[src/rtl/ddr3_pkg.sv]
// Shared widths, FSM encoding and command payload for the DDR3 Avalon arbiter.
package ddr3_pkg;

  localparam int unsigned ADDR_W = 26;
  localparam int unsigned DATA_W = 128;
  localparam int unsigned SIZE_W = 3;

  // FSM encoding kept as plain constants so older blocks can share it
  localparam logic [1:0] ST_IDLE     = 2'd0;
  localparam logic [1:0] ST_RD_CMD   = 2'd1;
  localparam logic [1:0] ST_WR_BURST = 2'd2;

  // Command half of the Avalon output register
  typedef struct packed {
    logic [ADDR_W-1:0] addr;
    logic [SIZE_W-1:0] size;
  } avl_cmd_t;

  // A zero-length write burst is issued as a single beat
  function automatic logic [SIZE_W-1:0] eff_beats(input logic [SIZE_W-1:0] size);
    return (size == '0) ? SIZE_W'(1) : size;
  endfunction

endpackage

[src/rtl/ddr3_rd_credit.sv]
// Outstanding read-beat tracker: counter, credit check and sticky underflow flag.
module ddr3_rd_credit
  import ddr3_pkg::*;
#(
  parameter int unsigned MAX_OUTSTANDING = 32,
  parameter int unsigned OSTD_W          = 6
) (
  input  logic              ddr3_clk,
  input  logic              ddr3_reset_n,
  input  logic              i_cmd_accept,
  input  logic [SIZE_W-1:0] i_cmd_size,
  input  logic              i_rd_valid,
  input  logic [SIZE_W-1:0] i_pend_size,
  input  logic [SIZE_W-1:0] i_req_size,
  output logic              o_credit_ok_c,
  output logic [OSTD_W-1:0] o_outstanding,
  output logic              o_underflow
);

  localparam int unsigned SUM_W = OSTD_W + 1;

  logic [OSTD_W-1:0] r_cnt;
  logic              r_underflow;
  logic [SUM_W-1:0]  w_need;
  logic [SUM_W-1:0]  w_cnt_nxt;
  logic              w_dec;

  // Credit includes a read still sitting in the output register, so a
  // back-to-back grant cannot over-commit before the counter catches up
  always_comb begin
    w_need        = SUM_W'(r_cnt) + SUM_W'(i_pend_size) + SUM_W'(i_req_size);
    o_credit_ok_c = (w_need <= SUM_W'(MAX_OUTSTANDING));
    w_dec         = i_rd_valid && (r_cnt != '0);
    w_cnt_nxt     = SUM_W'(r_cnt)
                  + (i_cmd_accept ? SUM_W'(i_cmd_size) : SUM_W'(0))
                  - SUM_W'(w_dec);
  end

  // Counter update; a data beat with nothing in flight saturates and flags
  always_ff @(posedge ddr3_clk or negedge ddr3_reset_n) begin
    if (!ddr3_reset_n) begin
      r_cnt       <= '0;
      r_underflow <= 1'b0;
    end else begin
      r_cnt       <= w_cnt_nxt[OSTD_W-1:0];
      r_underflow <= r_underflow | (i_rd_valid && (r_cnt == '0));
    end
  end

  assign o_outstanding = r_cnt;
  assign o_underflow   = r_underflow;

endmodule

[src/rtl/ddr3_avl_arbiter.sv]
// Read/write arbiter in front of the DDR3 Avalon-MM port: read priority,
// write starvation bound, whole write bursts, read credit tracking.
module ddr3_avl_arbiter
  import ddr3_pkg::*;
#(
  parameter int unsigned WR_STARVE_MAX   = 16,
  parameter int unsigned MAX_OUTSTANDING = 32,
  parameter int unsigned OSTD_W          = 6
) (
  input  logic              ddr3_clk,
  input  logic              ddr3_reset_n,
  input  logic              rd_req,
  input  logic [ADDR_W-1:0] rd_addr,
  input  logic [SIZE_W-1:0] rd_size,
  output logic              rd_ack,
  input  logic              wr_req,
  input  logic [ADDR_W-1:0] wr_addr,
  input  logic [SIZE_W-1:0] wr_size,
  input  logic [DATA_W-1:0] wr_data,
  output logic              wr_ack,
  input  logic              avl_ready,
  output logic              avl_read_req,
  output logic              avl_write_req,
  output logic              avl_burstbegin,
  output logic [ADDR_W-1:0] avl_addr,
  output logic [SIZE_W-1:0] avl_size,
  output logic [DATA_W-1:0] avl_wr_data,
  input  logic              avl_rd_valid,
  output logic [OSTD_W-1:0] rd_outstanding,
  output logic              ostd_underflow
);

  localparam int unsigned STARVE_W = $clog2(WR_STARVE_MAX + 1);

  logic [1:0]          r_state;
  logic                r_run;
  logic                r_rd_req;
  logic                r_wr_req;
  logic                r_bb;
  avl_cmd_t            r_cmd;
  logic [DATA_W-1:0]   r_wr_data;
  logic [SIZE_W-1:0]   r_beats_left;
  logic [STARVE_W-1:0] r_starve;

  logic [1:0]          w_state_nxt;
  logic                w_arb_en;
  logic                w_rd_grant;
  logic                w_wr_grant;
  logic                w_wr_next_beat;
  logic                w_starved;
  logic                w_credit_ok;
  logic [SIZE_W-1:0]   w_pend_size;

  // Next-state and grant decode; arbitration only when the output register
  // is empty (IDLE) or being emptied by avl_ready at the end of a command/burst
  always_comb begin
    w_state_nxt    = r_state;
    w_arb_en       = 1'b0;
    w_rd_grant     = 1'b0;
    w_wr_grant     = 1'b0;
    w_wr_next_beat = 1'b0;
    w_starved      = wr_req && (r_starve == STARVE_W'(WR_STARVE_MAX));
    case (r_state)
      ST_IDLE:     w_arb_en = r_run;
      ST_RD_CMD:   w_arb_en = avl_ready;
      ST_WR_BURST: begin
        if (r_beats_left == '0) begin
          w_arb_en = avl_ready;
        end else begin
          w_wr_next_beat = wr_req && (!r_wr_req || avl_ready);
        end
      end
      default:     w_state_nxt = ST_IDLE;
    endcase
    w_rd_grant = w_arb_en && rd_req && w_credit_ok && !w_starved;
    w_wr_grant = w_arb_en && !w_rd_grant && wr_req;
    if (w_rd_grant) begin
      w_state_nxt = ST_RD_CMD;
    end else if (w_wr_grant) begin
      w_state_nxt = ST_WR_BURST;
    end else if (w_arb_en) begin
      w_state_nxt = ST_IDLE;
    end
  end

  // FSM state register
  always_ff @(posedge ddr3_clk or negedge ddr3_reset_n) begin
    if (!ddr3_reset_n) begin
      r_state <= ST_IDLE;
    end else begin
      r_state <= w_state_nxt;
    end
  end

  // Holds off grants (and thus acks) until the first edge after reset release
  always_ff @(posedge ddr3_clk or negedge ddr3_reset_n) begin
    if (!ddr3_reset_n) begin
      r_run <= 1'b0;
    end else begin
      r_run <= 1'b1;
    end
  end

  // Avalon output register: load on grant/next beat, drop on accept, else hold
  always_ff @(posedge ddr3_clk or negedge ddr3_reset_n) begin
    if (!ddr3_reset_n) begin
      r_rd_req     <= 1'b0;
      r_wr_req     <= 1'b0;
      r_bb         <= 1'b0;
      r_cmd        <= '0;
      r_wr_data    <= '0;
      r_beats_left <= '0;
    end else if (w_rd_grant) begin
      r_rd_req     <= 1'b1;
      r_wr_req     <= 1'b0;
      r_bb         <= 1'b1;
      r_cmd        <= '{addr: rd_addr, size: rd_size};
    end else if (w_wr_grant) begin
      r_rd_req     <= 1'b0;
      r_wr_req     <= 1'b1;
      r_bb         <= 1'b1;
      r_cmd        <= '{addr: wr_addr, size: wr_size};
      r_wr_data    <= wr_data;
      r_beats_left <= eff_beats(wr_size) - SIZE_W'(1);
    end else if (w_wr_next_beat) begin
      r_wr_req     <= 1'b1;
      r_bb         <= 1'b0;
      r_wr_data    <= wr_data;
      r_beats_left <= r_beats_left - SIZE_W'(1);
    end else begin
      r_bb         <= 1'b0;
      if (avl_ready) begin
        r_rd_req <= 1'b0;
        r_wr_req <= 1'b0;
      end
    end
  end

  // Count read grants taken while a write waits; a write grant clears it
  always_ff @(posedge ddr3_clk or negedge ddr3_reset_n) begin
    if (!ddr3_reset_n) begin
      r_starve <= '0;
    end else if (w_wr_grant) begin
      r_starve <= '0;
    end else if (w_rd_grant && wr_req && (r_starve != STARVE_W'(WR_STARVE_MAX))) begin
      r_starve <= r_starve + STARVE_W'(1);
    end
  end

  assign w_pend_size = r_rd_req ? r_cmd.size : '0;

  ddr3_rd_credit #(
    .MAX_OUTSTANDING (MAX_OUTSTANDING),
    .OSTD_W          (OSTD_W)
  ) u_rd_credit (
    .ddr3_clk      (ddr3_clk),
    .ddr3_reset_n  (ddr3_reset_n),
    .i_cmd_accept  (r_rd_req && avl_ready),
    .i_cmd_size    (r_cmd.size),
    .i_rd_valid    (avl_rd_valid),
    .i_pend_size   (w_pend_size),
    .i_req_size    (rd_size),
    .o_credit_ok_c (w_credit_ok),
    .o_outstanding (rd_outstanding),
    .o_underflow   (ostd_underflow)
  );

  // Acks are the handshake completing the master's held request this cycle
  assign rd_ack         = w_rd_grant;
  assign wr_ack         = w_wr_grant || w_wr_next_beat;
  assign avl_read_req   = r_rd_req;
  assign avl_write_req  = r_wr_req;
  assign avl_burstbegin = r_bb;
  assign avl_addr       = r_cmd.addr;
  assign avl_size       = r_cmd.size;
  assign avl_wr_data    = r_wr_data;

endmodule

[config.mk]
export PLATFORM = sky130hd
export DESIGN_NAME = ddr3_avl_arbiter
export DESIGN_NICKNAME = d
export VERILOG_FILES = /design/src/rtl/ddr3_pkg.sv /design/src/rtl/ddr3_rd_credit.sv /design/src/rtl/ddr3_avl_arbiter.sv
export SDC_FILE = /design/constraint.sdc
export NUM_CORES = 1
export LEC_CHECK = 0
export CAP_MARGIN = 20
export CORE_AREA = 2 2 142 144
export DETAILED_ROUTE_END_ITERATION = 10
export DIE_AREA = 0 0 144 146
export GPL_TIMING_DRIVEN = 0
export HOLD_SLACK_MARGIN = 0.08
export PLACE_DENSITY = 0.77
export REMOVE_ABC_BUFFERS = 1
export SETUP_SLACK_MARGIN = 0.2
export SLEW_MARGIN = 10
export SYNTH_ARGS = -nofsm -noshare
export SYNTH_HDL_FRONTEND = slang
export SYNTH_SLANG_ARGS = --single-unit
[constraint.sdc]
create_clock -name ddr3_clk -period 8.8 [get_ports ddr3_clk]
set_input_delay 1.32 -clock ddr3_clk [delete_from_list [all_inputs] [get_ports ddr3_clk]]
set_output_delay 1.32 -clock ddr3_clk [all_outputs]
set_load 0.01 [all_outputs]
* Yosys cells after proc, flatten, opt, wreduce, memory -nomap -nowiden
Index checks and enable logic that the tools add are counted.
Storage, ports and cells: register bits 178, bits in latches 0, bits in writable memories 0, bits in read-only memories 0, output and inout bits 169, memories 0
Cells by class: $add $sub $neg 7, $mul 0, divide/modulo/power cells 0, $lt $le $gt $ge 1, equal/unequal tests 6, shift-type cells 0, mux-type cells 28, bitwise operators 2, reduce and logical (&&, ||, !) cells 30
Operators by type and width (number):
- 2-to-1 mux 128 bit | 2
- 2-to-1 mux 29 bit | 2
- 2-to-1 mux 3 bit | 5
- logical AND 1 bit | 12
- 2-to-1 mux 1 bit | 12
- 2-to-1 mux 5 bit | 2
- 2-to-1 mux 2 bit | 4
- adder 6 x 3 -> 7 bit | 1
- adder 7 x 3 -> 7 bit | 1
- <= comparator 7 x 6 -> 1 bit, second input constant | 1
- adder 6 bit | 1
- zero test 3 bit | 2
- zero test 6 bit | 1
- nonzero test 2 bit | 3
- nonzero test 6 bit | 1
- subtractor 3 x 1 -> 3 bit, second input constant | 2
- subtractor 6 x 1 -> 6 bit | 1
- adder 5 x 1 -> 5 bit, second input constant | 1
- equality test 5 bit, second input constant | 1
- inequality test 5 bit, second input constant | 1
- inequality test 4 x 1 -> 1 bit, second input constant | 1
- AND reduction 2 bit | 2
- nonzero test 4 bit | 1
- zero test 1 bit | 3
- 10 further kinds | 11

* Longest topological paths before layout
depth in word-level cells 11, depth in mapped cells 18

* Cells and area by module
Synthesis repeated with hierarchy kept, for this count alone.
Unflattened totals: cells, all modules 532, area, all modules 7659.8 sq um
Modules (own cells, without submodules):
- ddr3_avl_arbiter | times used 1, cells an instance 455, area each 6931.6 sq um
- ddr3_rd_credit | times used 1, cells an instance 77, area each 728.2 sq um

* Least setup slack after synthesis
No wires, ideal clock.
kind input to output, start input port rd_size[1], end output port rd_ack, data arrival time 3.670 ns, data required time 7.480 ns, setup slack 3.810 ns, stages 12, path through inv_1 fa_1 inv_1 ha_1 inv_1 fa_1 or3b_1 nor3_1 mux2i_1 a21oi_2 buf_2 buf_2
Between the ends: word-level cells in the longest chain between the ends 4
Ends and longest elaborated chain:
- start, declared | line ddr3_avl_arbiter.sv:14 | input logic [SIZE_W-1:0] rd_size,
- adder 7 x 3 -> 7 bit | line ddr3_rd_credit.sv:31 | w_need = SUM_W'(r_cnt) + SUM_W'(i_pend_size) + SUM_W'(i_req_size);
- <= comparator 7 x 6 -> 1 bit | line ddr3_rd_credit.sv:32 | o_credit_ok_c = (w_need <= SUM_W'(MAX_OUTSTANDING));
- logical AND 1 bit (2 in series) | line ddr3_avl_arbiter.sv:75 | w_rd_grant = w_arb_en && rd_req && w_credit_ok && !w_starved;
- end, declared | line ddr3_avl_arbiter.sv:15 | output logic rd_ack,
No other way between the ends.

* Final worst setup path
start input port rd_size[1], end output port wr_ack
Between the ends: word-level cells in the longest chain between the ends 8
Ends and longest elaborated chain:
- adder 7 x 3 -> 7 bit | line ddr3_rd_credit.sv:31
- <= comparator 7 x 6 -> 1 bit | line ddr3_rd_credit.sv:32
- logical AND 1 bit (2 in series) | line ddr3_avl_arbiter.sv:75
- zero test 1 bit | line ddr3_avl_arbiter.sv:76 | w_wr_grant = w_arb_en && !w_rd_grant && wr_req;
- logical AND 1 bit (2 in series) | line ddr3_avl_arbiter.sv:76
- logical OR 1 bit | line ddr3_avl_arbiter.sv:170 | assign wr_ack = w_wr_grant || w_wr_next_beat;
- end, declared | line ddr3_avl_arbiter.sv:20 | output logic wr_ack,
No other way between the ends.

==> impl_metrics.yaml <==
finish:
  layout.nets: 1130
  fillers: 1532
  area_growth_syn_to_layout_pct: 59.9
  n_antenna_cell: 0
  drive_gt1_share_pct: 8.72
  seqCellArea_um2: 4450
  multi_input_area_um2: 2890
  stdcell_area_um2: 12200
  fin_util_pct: 63.0
die:
  dieArea_um2: 21000
  fp.dieH_um: 146
  die_w_um: 144
  placeableCoreArea_um2: 19300
  start_util_pct: 39.4
  ios: 361
  row_count: 51
sta:
  max_freq_mhz: 140
  fin_ws_ns: 1.64
  worst-slew-pin-transition_ns: 0.793
  grt_setup_unrepaired: "no"
  slew_headroom_pct: 47.0
  finalHoldViolCount: 0
  setup_viol: 0
  fin_crit_sh_pct: 81.4
  period_needed_ns: 7.16
  slew_viol_final: 0
  tns_ns: 0
  finalClockSkew_ns: 0.0129
routing:
  drtIter0Drc: 199
  route.antenna.remaining_nets: 0
  via_per_inst: 4.72
  drc_errors: 0
  wl_per_cell_um: 17.4
  wirelength_mm: 20.8
  via_count: 5640
  dr.pass1.iters: 4
clock_network:
  clk_latency_ns: 0.43
  path_clk_slew_ns: 0.07
  post_cts_resized: 0
  numCtsBuffers: 17
  cts_tree: "done"
  postCtsSetupRepairBufs: 0
  cts_max_level: 4
  cts_hold_buffers: 0
  numClockSinks: 178
  cts_buffer_depth: 2
  cts_root_buf: "clkbuf_16"
logic_synthesis:
  ys_types: 41
  syn_area_um2: 7620
  synthFlopType: "dfrtp_1"
  avgSynthCellArea_um2: 13.7
  synth_cells: 555
  synth.area.top_cells: "dfrtp_1 58%, mux2_1 14%, mux2_2 4.7%"
  synth_top_area_share_pct: 58.4
  synth_edf_count: 0
  synth_common_cells: "178 x dfrtp_1, 98 x mux2_1, 35 x mux2i_1, 35 x nand2_1, 33 x o21ai_0"
  yosysWarnings: 0
  yosysTopAreaCell: "dfrtp_1"
  synth_most_common_cell: "dfrtp_1"
  yosysSeqAreaShare_pct: 58.4
  async_reset_ff_share_pct: 100
  synth-seq-cells: 178
pwr:
  power_frac_seq_pct: 33.0
  internal-power_w: 0.00294
  cellPowerDensity_nw_per_um2: 365
  peakVddDrop_mv: 0.191
  switching_share_pct: 33.9
  p_leak_nw: 5.28
  power_frac_comb_pct: 49.8
  clockPowerShare_pct: 17.2
  p_switching_w: 0.00151
place:
  portBuffers: 360
  postPlaceCellArea_um2: 11600
  gp_congestion: 0.749
  post-place-ws_ns: 1.60
  dp_hpwl_mm: 15.7
min_path:
  hold_start: "avl_wr_data[127]$_DFFE_PN0P_"
  hold_path_end: "avl_wr_data[127]$_DFFE_PN0P_"
  holdPathStages: 1
  hp-class: "reg2reg"
critical_path:
  path_class: "in2out"
  worstPathMaxFanout: 27
  worstPathRequired_ns: 7.48
  slowest_delay_ns: 0.62
  cp_slowest_cell: "a21oi_4"
  end_kind: "output port"
  r2r_end: "avl_wr_data[67]$_DFFE_PN0P_"
  arrival_ns: 5.84
  regToRegSetupSlack_ns: 4.36
  critPathLaunchType: "input port"
  path_cells: "clkdlybuf4s50_1 > inv_1 > fa_1 > inv_1 > ha_1 > inv_1 > fa_1 > or3b_1 > nor3_1 > mux2i_1 > a21oi_4 > buf_16 > a21oi_4 > buf_16 > buf_16 > buf_12 > clkdlybuf4s50_1"
  ff2ff_path_depth: 16
  r2r-start: "avl_read_req$_DFFE_PN0P_"
global_routing:
  grt_remaining_overflow: 0
  antenna_found_initial: 0
  grt_usage_pct: 19.9
  first_global_vias: 6006
  grt_pass1_wl_mm: 32.2
  grt_start_max_net_pins: 105
run_status:
  status: "completed"
run:
  drv_cap: 0
[layout make-up]
type,count,area share (%)
clock buffers,17,3.49
clock inverters,14,1.34
inverters,29,0.893
multi-input cells,322,23.7
flip-flops and latches,178,36.5
well taps,265,2.72
repair buffers,369,31.3
[worst max-delay path by stage]
stage / startpoint / endpoint / cells after the start
2_1_floorplan: rd_size[1] / wr_ack / 11
3_3_place_gp: rd_size[1] / wr_ack / 13
3_5_place_dp: rd_size[1] / wr_ack / 17
4_1_cts: rd_size[1] / wr_ack / 17
6_report: rd_size[1] / wr_ack / 17
5_1_grt: rd_size[1] / wr_ack / 17
[logic make-up after synthesis]
kind of cell | after synthesis | share of synthesized area (%)
DFF | 178 | 58.4
muxes | 165 | 23.8
and+or+nand+nor | 72 | 4.64
AOI/OAI and AO/OA | 55 | 4.32
buffers and inverters | 55 | 3.91
adders and majority gates | 21 | 3.94
xor gates and xnor gates | 8 | 0.919
other | 1 | 0.0492
[registers in the layout (all words and copies together), names as in the netlist, 2 cells and up]
signal                     cells
r_starve                       5
r_state                        2
avl_wr_data                  128
u_rd_credit.o_outstanding      6
r_beats_left                   3
avl_addr                      26
avl_size                       3
[cells in the final DEF, fill, tap and decap left out, drive strengths merged, types with 2 or more instances in the layout]
cell type | netlist | routed
nand2 | 36 | 36
nand3 | 5 | 5
nor2 | 5 | 5
or2 | 2 | 2
nand2b | 2 | 2
and3 | 2 | 2
clkinv | 0 | 5
nor3 | 7 | 7
nor3b | 3 | 3
clkbuf | 5 | 17
xnor2 | 5 | 5
dfrtp | 178 | 178
mux2 | 130 | 130
buf | 21 | 10
a21oi | 9 | 9
nand4 | 2 | 2
a21o | 5 | 5
nor2b | 4 | 4
o21ai | 33 | 33
fa | 5 | 5
ha | 16 | 16
inv | 29 | 37
clkdlybuf4s50 | 0 | 359
mux2i | 35 | 35
xor2 | 3 | 3
[power groups by stage]
| stage | Sequential (W) | Combinational, W | Clock (W) |
|---|---|---|---|
| final | 0.00147 | 0.00222 | 0.000767 |
| after global placement | 0.00147 | 0.00220 | 0 |
| after floorplan | 0.00165 | 0.000867 | 0 |
| after CTS | 0.00147 | 0.00225 | 0.000789 |
| after global routing | 0.00153 | 0.00239 | 0.000824 |
| after detailed placement | 0.00148 | 0.00224 | 0 |
[per-layer routing]
metal	track usage (%)	wire (um)	up-vias
met3	7.27	1810	35
met2	34.2	10400	233
met4	7.40	536	0
li1	-	-	2650
met1	22.6	8020	2722
met5	0	0	-
[metrics by stage]
step	hold WS, ns	cells	power, W
after floorplan	0.464	529	0.00251
after global placement	0.465	1154	0.00367
after detailed placement	0.463	1162	0.00372
after CTS	0.489	1193	0.00451
after global routing	0.499	1194	0.00474
final	0.485	1194	0.00445
[worst max-delay path, delay by kind of cell]
kind                       cells  cell delay, ns
buffers and inverters          9            2.05
adders and majority gates      3            1.13
AOI/OAI and AO/OA              2            0.79
and+or+nand+nor                2            0.26
muxes                          1            0.25
Power figures use the tool's default switching activity.
